--- src/rtl/regfile_debug_arbiter_if.sv ---
// Pipeline, debug-bridge and register-file signals seen by the register file debug arbiter.
// The arbiter uses the slave view; the surrounding SoC (or a bench) uses the master view.
interface regfile_debug_arbiter_if #(
  parameter int DATA_W = 32,
  parameter int ADDR_W = 5
);
  logic              i_CpuWrEnable;
  logic [ADDR_W-1:0] i_CpuWrAddr;
  logic [DATA_W-1:0] i_CpuDataIn;
  logic [ADDR_W-1:0] i_CpuRdAddrA;
  logic [ADDR_W-1:0] i_CpuRdAddrB;
  logic              o_CpuStall;
  logic              i_DbgValid;
  logic              i_DbgWrite;
  logic [ADDR_W-1:0] i_DbgAddr;
  logic [DATA_W-1:0] i_DbgWrData;
  logic              o_DbgReady;
  logic              o_DbgRespValid;
  logic [DATA_W-1:0] o_DbgRdData;
  logic              o_RfWrEnable;
  logic [ADDR_W-1:0] o_RfWrAddr;
  logic [DATA_W-1:0] o_RfDataIn;
  logic [ADDR_W-1:0] o_RfRdAddrA;
  logic [ADDR_W-1:0] o_RfRdAddrB;
  logic [DATA_W-1:0] i_RfDataOutA;

  modport slave (
    input  i_CpuWrEnable, i_CpuWrAddr, i_CpuDataIn, i_CpuRdAddrA, i_CpuRdAddrB,
    input  i_DbgValid, i_DbgWrite, i_DbgAddr, i_DbgWrData, i_RfDataOutA,
    output o_CpuStall, o_DbgReady, o_DbgRespValid, o_DbgRdData,
    output o_RfWrEnable, o_RfWrAddr, o_RfDataIn, o_RfRdAddrA, o_RfRdAddrB
  );

  modport master (
    output i_CpuWrEnable, i_CpuWrAddr, i_CpuDataIn, i_CpuRdAddrA, i_CpuRdAddrB,
    output i_DbgValid, i_DbgWrite, i_DbgAddr, i_DbgWrData, i_RfDataOutA,
    input  o_CpuStall, o_DbgReady, o_DbgRespValid, o_DbgRdData,
    input  o_RfWrEnable, o_RfWrAddr, o_RfDataIn, o_RfRdAddrA, o_RfRdAddrB
  );
endinterface

--- src/rtl/regfile_debug_arbiter.sv ---
// Shares the register file between the CPU pipeline and one debug requester; CPU writes always win.
// Debug read: response 3 cycles after accept; debug write: response 1 cycle after its free write slot.
module regfile_debug_arbiter #(
  parameter int DATA_W       = 32,
  parameter int ADDR_W       = 5,
  parameter int STARVE_LIMIT = 4
) (
  input logic                   i_Clk,
  input logic                   i_Rst,
  regfile_debug_arbiter_if.slave bus
);
  localparam int CNT_W = $clog2(STARVE_LIMIT + 1);
  localparam logic [CNT_W-1:0] STARVE_CNT = CNT_W'(STARVE_LIMIT);

  typedef enum logic [2:0] {
    IDLE,
    WR_WAIT,
    RD_ISSUE,
    RD_DATA,
    RESP
  } state_t;

  state_t            state_q, state_d;
  logic [ADDR_W-1:0] addr_q, addr_d;
  logic [DATA_W-1:0] wdata_q, wdata_d;
  logic [DATA_W-1:0] rdata_q, rdata_d;
  logic [CNT_W-1:0]  starve_q, starve_d;
  logic              dbg_wr_slot;

  // The debug write only takes the port in a cycle the CPU leaves free.
  assign dbg_wr_slot = (state_q == WR_WAIT) && !bus.i_CpuWrEnable;

  always_comb begin
    state_d  = state_q;
    addr_d   = addr_q;
    wdata_d  = wdata_q;
    rdata_d  = rdata_q;
    starve_d = starve_q;
    case (state_q)
      IDLE: begin
        if (bus.i_DbgValid) begin
          addr_d   = bus.i_DbgAddr;
          wdata_d  = bus.i_DbgWrData;
          rdata_d  = '0;
          starve_d = '0;
          state_d  = bus.i_DbgWrite ? WR_WAIT : RD_ISSUE;
        end
      end
      WR_WAIT: begin
        if (!bus.i_CpuWrEnable) begin
          state_d = RESP;
        end else if (starve_q != STARVE_CNT) begin
          starve_d = starve_q + 1'b1;
        end
      end
      RD_ISSUE: state_d = RD_DATA;
      RD_DATA: begin
        rdata_d = bus.i_RfDataOutA;
        state_d = RESP;
      end
      RESP:    state_d = IDLE;
      default: state_d = IDLE;
    endcase
  end

  always_ff @(posedge i_Clk) begin
    if (i_Rst) begin
      state_q  <= IDLE;
      addr_q   <= '0;
      wdata_q  <= '0;
      rdata_q  <= '0;
      starve_q <= '0;
    end else begin
      state_q  <= state_d;
      addr_q   <= addr_d;
      wdata_q  <= wdata_d;
      rdata_q  <= rdata_d;
      starve_q <= starve_d;
    end
  end

  assign bus.o_DbgReady     = (state_q == IDLE);
  assign bus.o_DbgRespValid = (state_q == RESP);
  assign bus.o_DbgRdData    = rdata_q;
  assign bus.o_CpuStall     = (state_q == RD_ISSUE) || (state_q == RD_DATA) ||
                              ((state_q == WR_WAIT) && (starve_q == STARVE_CNT));

  assign bus.o_RfWrEnable = bus.i_CpuWrEnable | dbg_wr_slot;
  assign bus.o_RfWrAddr   = dbg_wr_slot ? addr_q : bus.i_CpuWrAddr;
  assign bus.o_RfDataIn   = dbg_wr_slot ? wdata_q : bus.i_CpuDataIn;
  assign bus.o_RfRdAddrA  = (state_q == RD_ISSUE) ? addr_q : bus.i_CpuRdAddrA;
  assign bus.o_RfRdAddrB  = bus.i_CpuRdAddrB;
endmodule
--- src/flat_wrapper.sv ---
// flat-port wrapper written by rule: the top's interface ports become plain ports
module regfile_debug_arbiter_flat 
#(
  parameter int DATA_W       = 32,
  parameter int ADDR_W       = 5,
  parameter int STARVE_LIMIT = 4
)
  (i_Clk, i_Rst, bus_i_CpuWrEnable, bus_i_CpuWrAddr, bus_i_CpuDataIn, bus_i_CpuRdAddrA, bus_i_CpuRdAddrB, bus_i_DbgValid, bus_i_DbgWrite, bus_i_DbgAddr, bus_i_DbgWrData, bus_i_RfDataOutA, bus_o_CpuStall, bus_o_DbgReady, bus_o_DbgRespValid, bus_o_DbgRdData, bus_o_RfWrEnable, bus_o_RfWrAddr, bus_o_RfDataIn, bus_o_RfRdAddrA, bus_o_RfRdAddrB);
  regfile_debug_arbiter_if #(.DATA_W(DATA_W), .ADDR_W(ADDR_W)) bus_i ();
  input logic i_Clk;
  input logic i_Rst;
  input wire logic [$bits(bus_i.i_CpuWrEnable)-1:0] bus_i_CpuWrEnable;
  input wire logic [$bits(bus_i.i_CpuWrAddr)-1:0] bus_i_CpuWrAddr;
  input wire logic [$bits(bus_i.i_CpuDataIn)-1:0] bus_i_CpuDataIn;
  input wire logic [$bits(bus_i.i_CpuRdAddrA)-1:0] bus_i_CpuRdAddrA;
  input wire logic [$bits(bus_i.i_CpuRdAddrB)-1:0] bus_i_CpuRdAddrB;
  input wire logic [$bits(bus_i.i_DbgValid)-1:0] bus_i_DbgValid;
  input wire logic [$bits(bus_i.i_DbgWrite)-1:0] bus_i_DbgWrite;
  input wire logic [$bits(bus_i.i_DbgAddr)-1:0] bus_i_DbgAddr;
  input wire logic [$bits(bus_i.i_DbgWrData)-1:0] bus_i_DbgWrData;
  input wire logic [$bits(bus_i.i_RfDataOutA)-1:0] bus_i_RfDataOutA;
  output wire logic [$bits(bus_i.o_CpuStall)-1:0] bus_o_CpuStall;
  output wire logic [$bits(bus_i.o_DbgReady)-1:0] bus_o_DbgReady;
  output wire logic [$bits(bus_i.o_DbgRespValid)-1:0] bus_o_DbgRespValid;
  output wire logic [$bits(bus_i.o_DbgRdData)-1:0] bus_o_DbgRdData;
  output wire logic [$bits(bus_i.o_RfWrEnable)-1:0] bus_o_RfWrEnable;
  output wire logic [$bits(bus_i.o_RfWrAddr)-1:0] bus_o_RfWrAddr;
  output wire logic [$bits(bus_i.o_RfDataIn)-1:0] bus_o_RfDataIn;
  output wire logic [$bits(bus_i.o_RfRdAddrA)-1:0] bus_o_RfRdAddrA;
  output wire logic [$bits(bus_i.o_RfRdAddrB)-1:0] bus_o_RfRdAddrB;
  assign bus_i.i_CpuWrEnable = bus_i_CpuWrEnable;
  assign bus_i.i_CpuWrAddr = bus_i_CpuWrAddr;
  assign bus_i.i_CpuDataIn = bus_i_CpuDataIn;
  assign bus_i.i_CpuRdAddrA = bus_i_CpuRdAddrA;
  assign bus_i.i_CpuRdAddrB = bus_i_CpuRdAddrB;
  assign bus_i.i_DbgValid = bus_i_DbgValid;
  assign bus_i.i_DbgWrite = bus_i_DbgWrite;
  assign bus_i.i_DbgAddr = bus_i_DbgAddr;
  assign bus_i.i_DbgWrData = bus_i_DbgWrData;
  assign bus_i.i_RfDataOutA = bus_i_RfDataOutA;
  assign bus_o_CpuStall = bus_i.o_CpuStall;
  assign bus_o_DbgReady = bus_i.o_DbgReady;
  assign bus_o_DbgRespValid = bus_i.o_DbgRespValid;
  assign bus_o_DbgRdData = bus_i.o_DbgRdData;
  assign bus_o_RfWrEnable = bus_i.o_RfWrEnable;
  assign bus_o_RfWrAddr = bus_i.o_RfWrAddr;
  assign bus_o_RfDataIn = bus_i.o_RfDataIn;
  assign bus_o_RfRdAddrA = bus_i.o_RfRdAddrA;
  assign bus_o_RfRdAddrB = bus_i.o_RfRdAddrB;
  regfile_debug_arbiter #(.DATA_W(DATA_W), .ADDR_W(ADDR_W), .STARVE_LIMIT(STARVE_LIMIT)) u_core (.i_Clk(i_Clk), .i_Rst(i_Rst), .bus(bus_i));
endmodule
--- config.mk ---
export PLATFORM = sky130hd
export DESIGN_NAME = regfile_debug_arbiter_flat
export DESIGN_NICKNAME = d
export VERILOG_FILES = /design/src/rtl/regfile_debug_arbiter_if.sv /design/src/rtl/regfile_debug_arbiter.sv /design/src/flat_wrapper.sv
export SDC_FILE = /design/constraint.sdc
export NUM_CORES = 1
export LEC_CHECK = 0
export BUFFER_PORTS_ARGS = -buffer_cell sky130_fd_sc_hd__buf_2
export CORE_MARGIN = 3
export CORE_UTILIZATION = 47
export DETAILED_ROUTE_END_ITERATION = 12
export PLACE_DENSITY = 0.86
export SLEW_MARGIN = 20
export SYNTH_ARGS = -nofsm -noshare
export SYNTH_HDL_FRONTEND = slang
export SYNTH_SLANG_ARGS = --single-unit
--- constraint.sdc ---
create_clock -name i_Clk -period 4.2 [get_ports i_Clk]
set_clock_uncertainty 0.15 [all_clocks]
set_input_delay 0.21 -clock i_Clk [delete_from_list [all_inputs] [get_ports i_Clk]]
set_output_delay 0.21 -clock i_Clk [all_outputs]
set_load 0.01 [all_outputs]
* Word level (Yosys, flattened, before mapping) *
Index checks and enable logic that the tools add are counted.

word-level totals
  output and inout bits = 83
  flip-flop bits (word level) = 75
  word-level logic and storage cells = 42
  input port bits = 121

operators by class
  equality and inequality tests = 10
  multiplexer cells = 13
  add/sub/neg operators = 1
  reductions and logical operators = 12
  bitwise operators = 1

operator list
  operator                                        count
  2-to-1 mux 32 bit                               2
  one-hot mux 32 bit (2 select lines)             1
  2-to-1 mux 3 bit                                5
  one-hot mux 3 bit (4 select lines)              1
  2-to-1 mux 5 bit                                2
  inequality test 2 bit (second input constant)   4
  == test 3 x 2 -> 1 bit (second input constant)  2
  == test 3 bit (second input constant)           2
  one-hot mux 3 bit (2 select lines)              1
  AND reduction 2 bit                             3
  AND reduction 4 bit                             1
  nonzero test 2 bit                              2
  adder 3 x 1 -> 3 bit (second input constant)    1
  == test 3 x 1 -> 1 bit (second input constant)  1
  zero test 3 bit                                 1
  inequality test 3 bit (second input constant)   1
  logical AND 1 bit                               2
  logical OR 1 bit                                2
  2-to-1 mux 2 bit                                1
  zero test 1 bit                                 1
  OR 1 bit                                        1

* Logic depth before layout (Yosys ltp) *
  depth after elaboration = 4
  mapped depth = 7
  depth with buffers taken out = 6

* Worst setup path before layout *
Ideal clock, no wire load.

  path type = reg-to-output
  start = register u_core.state_q[2]
  end = output port bus_o_RfDataIn[10]
  path slack = 2455 ps
  buffers on the path = 1
  required time = 3840 ps
  cell stages (with the launch flop) = 5
  data arrival time = 1385 ps
  cells stage by stage = dfxtp_1 nand2b_1 nor3_4 buf_6 mux2_2

on the way
  longest elaborated chain between the ends = 3

RTL lines
  item                    line                         RTL
  from (decl)             regfile_debug_arbiter.sv:23  state_t state_q, state_d;
  from (signal assigned)  regfile_debug_arbiter.sv:74  state_q <= state_d;
  == test 3 x 1 -> 1 bit  regfile_debug_arbiter.sv:31  assign dbg_wr_slot = (state_q == WR_WAIT) && !bus.i_CpuWrEnable;
  logical AND 1 bit       regfile_debug_arbiter.sv:31
  2-to-1 mux 32 bit       regfile_debug_arbiter.sv:90  assign bus.o_RfDataIn = dbg_wr_slot ? wdata_q : bus.i_CpuDataIn;
  to (decl)               flat_wrapper.sv:28           output wire logic [$bits(bus_i.o_RfDataIn)-1:0] bus_o_RfDataIn;

No other way between the ends.

* Worst setup path in the final report *
  start = register u_core.state_q[0]
  end = output port bus_o_RfDataIn[22]

Same word-level chain as after synthesis.

==> flow_summary.yaml <==
worst_setup_path:
  critical_path.startpoint_type: "flop"
  worstRegToRegCells: 5
  worst-setup-path-type: "reg2out"
  ff2ff_setup_slack_ps: 1830
  arrival_ps: 2460
  crit_slowest_cell: "dfxtp_1"
  setup.worst_path.end_class: "output pin"
  crit-reg2reg-capture: "u_core.bus.o_DbgRdData[31]"
  critPathMaxFanout: 32
  wp_data_required_ps: 3840
  reg_to_reg_critical_path_startpoint: "u_core.state_q[1]"
  critical_path.max_stage_delay_ps: 580
  cp_cell_sequence: "nand2b_1 > nor3_4 > buf_4 > mux2_2 > buf_2"
timing:
  tightestPinTransition_ps: 1080
  grt_setup_unrepaired: "no"
  finalHoldViolations: 0
  setup_tns_ps: 0
  max-slew-margin-rel: 0.278
  crit_path_time_final_ps: 2820
  min_period_over_period: 0.671
  fmax_mhz: 355
  slew_violations: 0
  report.final.setup_viol: 0
synth:
  main_combinational_cell_family_by_area_after_synthesis: "simple AND/OR/NAND/NOR gates"
  yosys.area_share.simple: 0.212
  fraction_of_the_mapped_netlist_area_in_compound_gates: 0.124
  synthesis.area_per_instance_um2: 8.35
  synth_warnings: 0
  seq_area_frac_synth: 0.447
  post_synth_xor_area_fraction: 0
  synth-seq-cells: 75
  post_synthesis_share_of_cell_area_spent_on_full_adders_half_adders_and_majority_gates: 0.00745
  synth.net_count: 525
  syn-instance-count: 402
  synth_cell_types: 30
  synth_mux_area_frac: 0.144
  netlist_area_um2: 3360
min_path:
  worst_hold_path_type: "in2reg"
  hold-path-endpoint: "u_core.state_q[1]"
  min_from: "bus_i_DbgWrite"
  timing.hold.worst_path_depth: 4
global_route:
  pin_count_of_the_biggest_net_entering_global_routing: 42
  grt.overflow.total: 0
  number_of_global_route_vias_before_repair: 3943
  grt_use_total: 0.279
  grt_pass1_wl_um: 18800
  initial_antenna_violation_count: 0
placement:
  dpl_cell_area_um2: 4260
  io_buffer_count: 193
  place.detailed.hpwl_um: 7110
  globalplace.congestion: 0.764
  placed_cells: 657
final_layout:
  insertedDiodeCount: 0
  fillers: 460
  final_net_count: 764
  final_design_area_no_fill_um2: 5170
  multiInputGateArea_um2: 1640
  syn2layout_area_growth_pct: 54.1
  instances_no_fill: 742
  layout.area.seq_um2: 1500
  post_route_cells_drive_above_1_share: 0.402
drt:
  detail-route-antenna-nets: 0
  average_detailed_routed_wire_length_per_instance_um: 16.1
  viasPerCell: 5.21
  routed_wl_um: 11900
  drt_iter0_drc: 181
  first_pass_iters: 5
  detailroute.via_count: 3863
  remaining_drc_errors: 0
floorplan:
  die_width_um: 90.5
  initial_utilization: 0.489
  site_row_count: 30
  floorplan.die_area_um2: 8190
  die-height_um: 90.5
  core_um2: 6870
  floorplan.io_pins: 204
power:
  p_leak_nw: 2.30
  power.density_cell_area_nw_per_um2: 330
  fin_total_pwr_mw: 1.71
  vdd_ir_drop_max_mv: 0.238
clock_network:
  number_of_buffers_created_by_cts: 9
  cts_repair_resize_count: 0
  clk_path_buf_depth: 2
  numClockSinks: 75
  cts_hold_buffers: 69
  cts_tree: "yes"
  clock_latency_ps: 320
  clockRootBuffer: "clkbuf_8"
  worst_setup_hold_path_clk_slew_ps: 80
  post_cts_setup_bufs: 0
  clock_tree.htree_level_count: 3
run_status:
  run_status: "finished, final reports clean"
job:
  maxCapViolCount: 0
==> state kept, by name, summed over array words and instances (netlist names) <==
register / flops
u_core.wdata_q: 32
u_core.bus.o_DbgRdData: 32
u_core.starve_q: 3
u_core.state_q: 3
u_core.addr_q: 5
==> placed cells by master, fill, tap and decap left out, types with 2 or more instances in the layout <==
| cell type | synthesis | routed |
|---|---|---|
| a21oi_1 | 72 | 72 |
| a31oi_1 | 3 | 3 |
| and2_2 | 0 | 2 |
| buf_2 | 8 | 193 |
| buf_4 | 9 | 3 |
| bufinv_16 | 0 | 2 |
| clkbuf_8 | 0 | 9 |
| clkinv_2 | 0 | 3 |
| clkinv_4 | 0 | 2 |
| dfxtp_1 | 75 | 75 |
| dlygate4sd3_1 | 0 | 69 |
| ha_1 | 2 | 2 |
| inv_1 | 4 | 4 |
| mux2_2 | 42 | 42 |
| nand2_1 | 109 | 108 |
| nand2b_1 | 4 | 4 |
| nand3_1 | 33 | 33 |
| nor2_1 | 2 | 2 |
| nor2b_1 | 2 | 2 |
| nor3_1 | 2 | 2 |
==> per-layer routing <==
metal	vias to the layer above	wire [um]	GRT usage
li1	1828	-	-
met1	1769	4390	0.307
met2	233	6040	0.501
met3	33	1130	0.0792
met4	0	349	0.114
met5	-	0	0
==> cell type report <==
| cell class | instances | area share |
|---|---|---|
| tap | 96 | 0.0232 |
| clock buffer | 9 | 0.0239 |
| inverter | 4 | 0.00290 |
| clock inverter | 7 | 0.0179 |
| multi-input combinational | 286 | 0.317 |
| sequential | 75 | 0.290 |
| timing repair buffer | 265 | 0.325 |
==> cell usage after synthesis <==
| cell type | n | area share |
|---|---|---|
| a211oi_1 | 1 | 0.0022 |
| a21oi_1 | 72 | 0.11 |
| a311oi_1 | 1 | 0.0026 |
| a31oi_1 | 3 | 0.0056 |
| and2_1 | 2 | 0.0037 |
| buf_2 | 8 | 0.012 |
| buf_4 | 9 | 0.020 |
| buf_6 | 3 | 0.010 |
| clkbuf_1 | 17 | 0.019 |
| dfxtp_1 | 75 | 0.45 |
| ha_1 | 2 | 0.0075 |
| inv_1 | 4 | 0.0045 |
| mux2_2 | 42 | 0.14 |
| mux2i_1 | 1 | 0.0030 |
| nand2_1 | 109 | 0.12 |
| nand2b_1 | 4 | 0.0075 |
| nand3_1 | 33 | 0.049 |
| nor2_1 | 2 | 0.0022 |
| nor2b_1 | 2 | 0.0037 |
| nor3_1 | 2 | 0.0030 |
| nor3_2 | 1 | 0.0030 |
| nor3_4 | 1 | 0.0048 |
| nor3b_1 | 1 | 0.0022 |
| nor3b_2 | 1 | 0.0037 |
| nor4_1 | 1 | 0.0019 |
| o211ai_1 | 1 | 0.0022 |
| o21ai_0 | 1 | 0.0015 |
| o21bai_1 | 1 | 0.0022 |
| or4_1 | 1 | 0.0022 |
| or4b_1 | 1 | 0.0030 |
==> per-stage QoR <==
step	util	worst slack (ps)	hold WS [ps]
after floorplan	-	2460	196
after global placement	0.621	1860	270
after detailed placement	0.621	1770	270
after CTS	0.753	1400	57.7
after global routing	0.753	1210	81.2
final	0.753	1380	74.2
==> cell families after synthesis <==
kind of cell / count (synthesis)
AO/OA/AOI/OAI: 80
multiplexers: 43
AND/OR/NAND/NOR: 161
flip-flops: 75
adder cells (fa/ha/maj): 2
buffers and inverters: 41
==> power by group <==
group	leakage (nW)	internal (mW)	total [mW]	switching, mW
Combinational	1.57	0.170	0.336	0.167
Clock	0.113	0.334	0.599	0.265
Sequential	0.610	0.744	0.771	0.0268
==> worst max path at each step <==
stage                                 start            endpoint  slack, ps  cells past startpoint
after floorplan           u_core.state_q[2]  bus_o_RfDataIn[10]       2460                      4
after global placement    u_core.state_q[0]  bus_o_RfDataIn[14]       1860                      5
after detailed placement  u_core.state_q[0]  bus_o_RfDataIn[22]       1770                      5
after CTS                 u_core.state_q[0]  bus_o_RfDataIn[22]       1400                      5
after global routing      u_core.state_q[0]  bus_o_RfDataIn[26]       1210                      5
final                     u_core.state_q[0]  bus_o_RfDataIn[22]       1380                      5
==> critical path: cells and delay by family (launching register included) <==
| family | cells | cell delay [ps] |
|---|---|---|
| simple gates | 2 | 540 |
| flops | 1 | 580 |
| buf+inv | 2 | 590 |
| mux | 1 | 400 |
(Power assumes the default switching activity.)
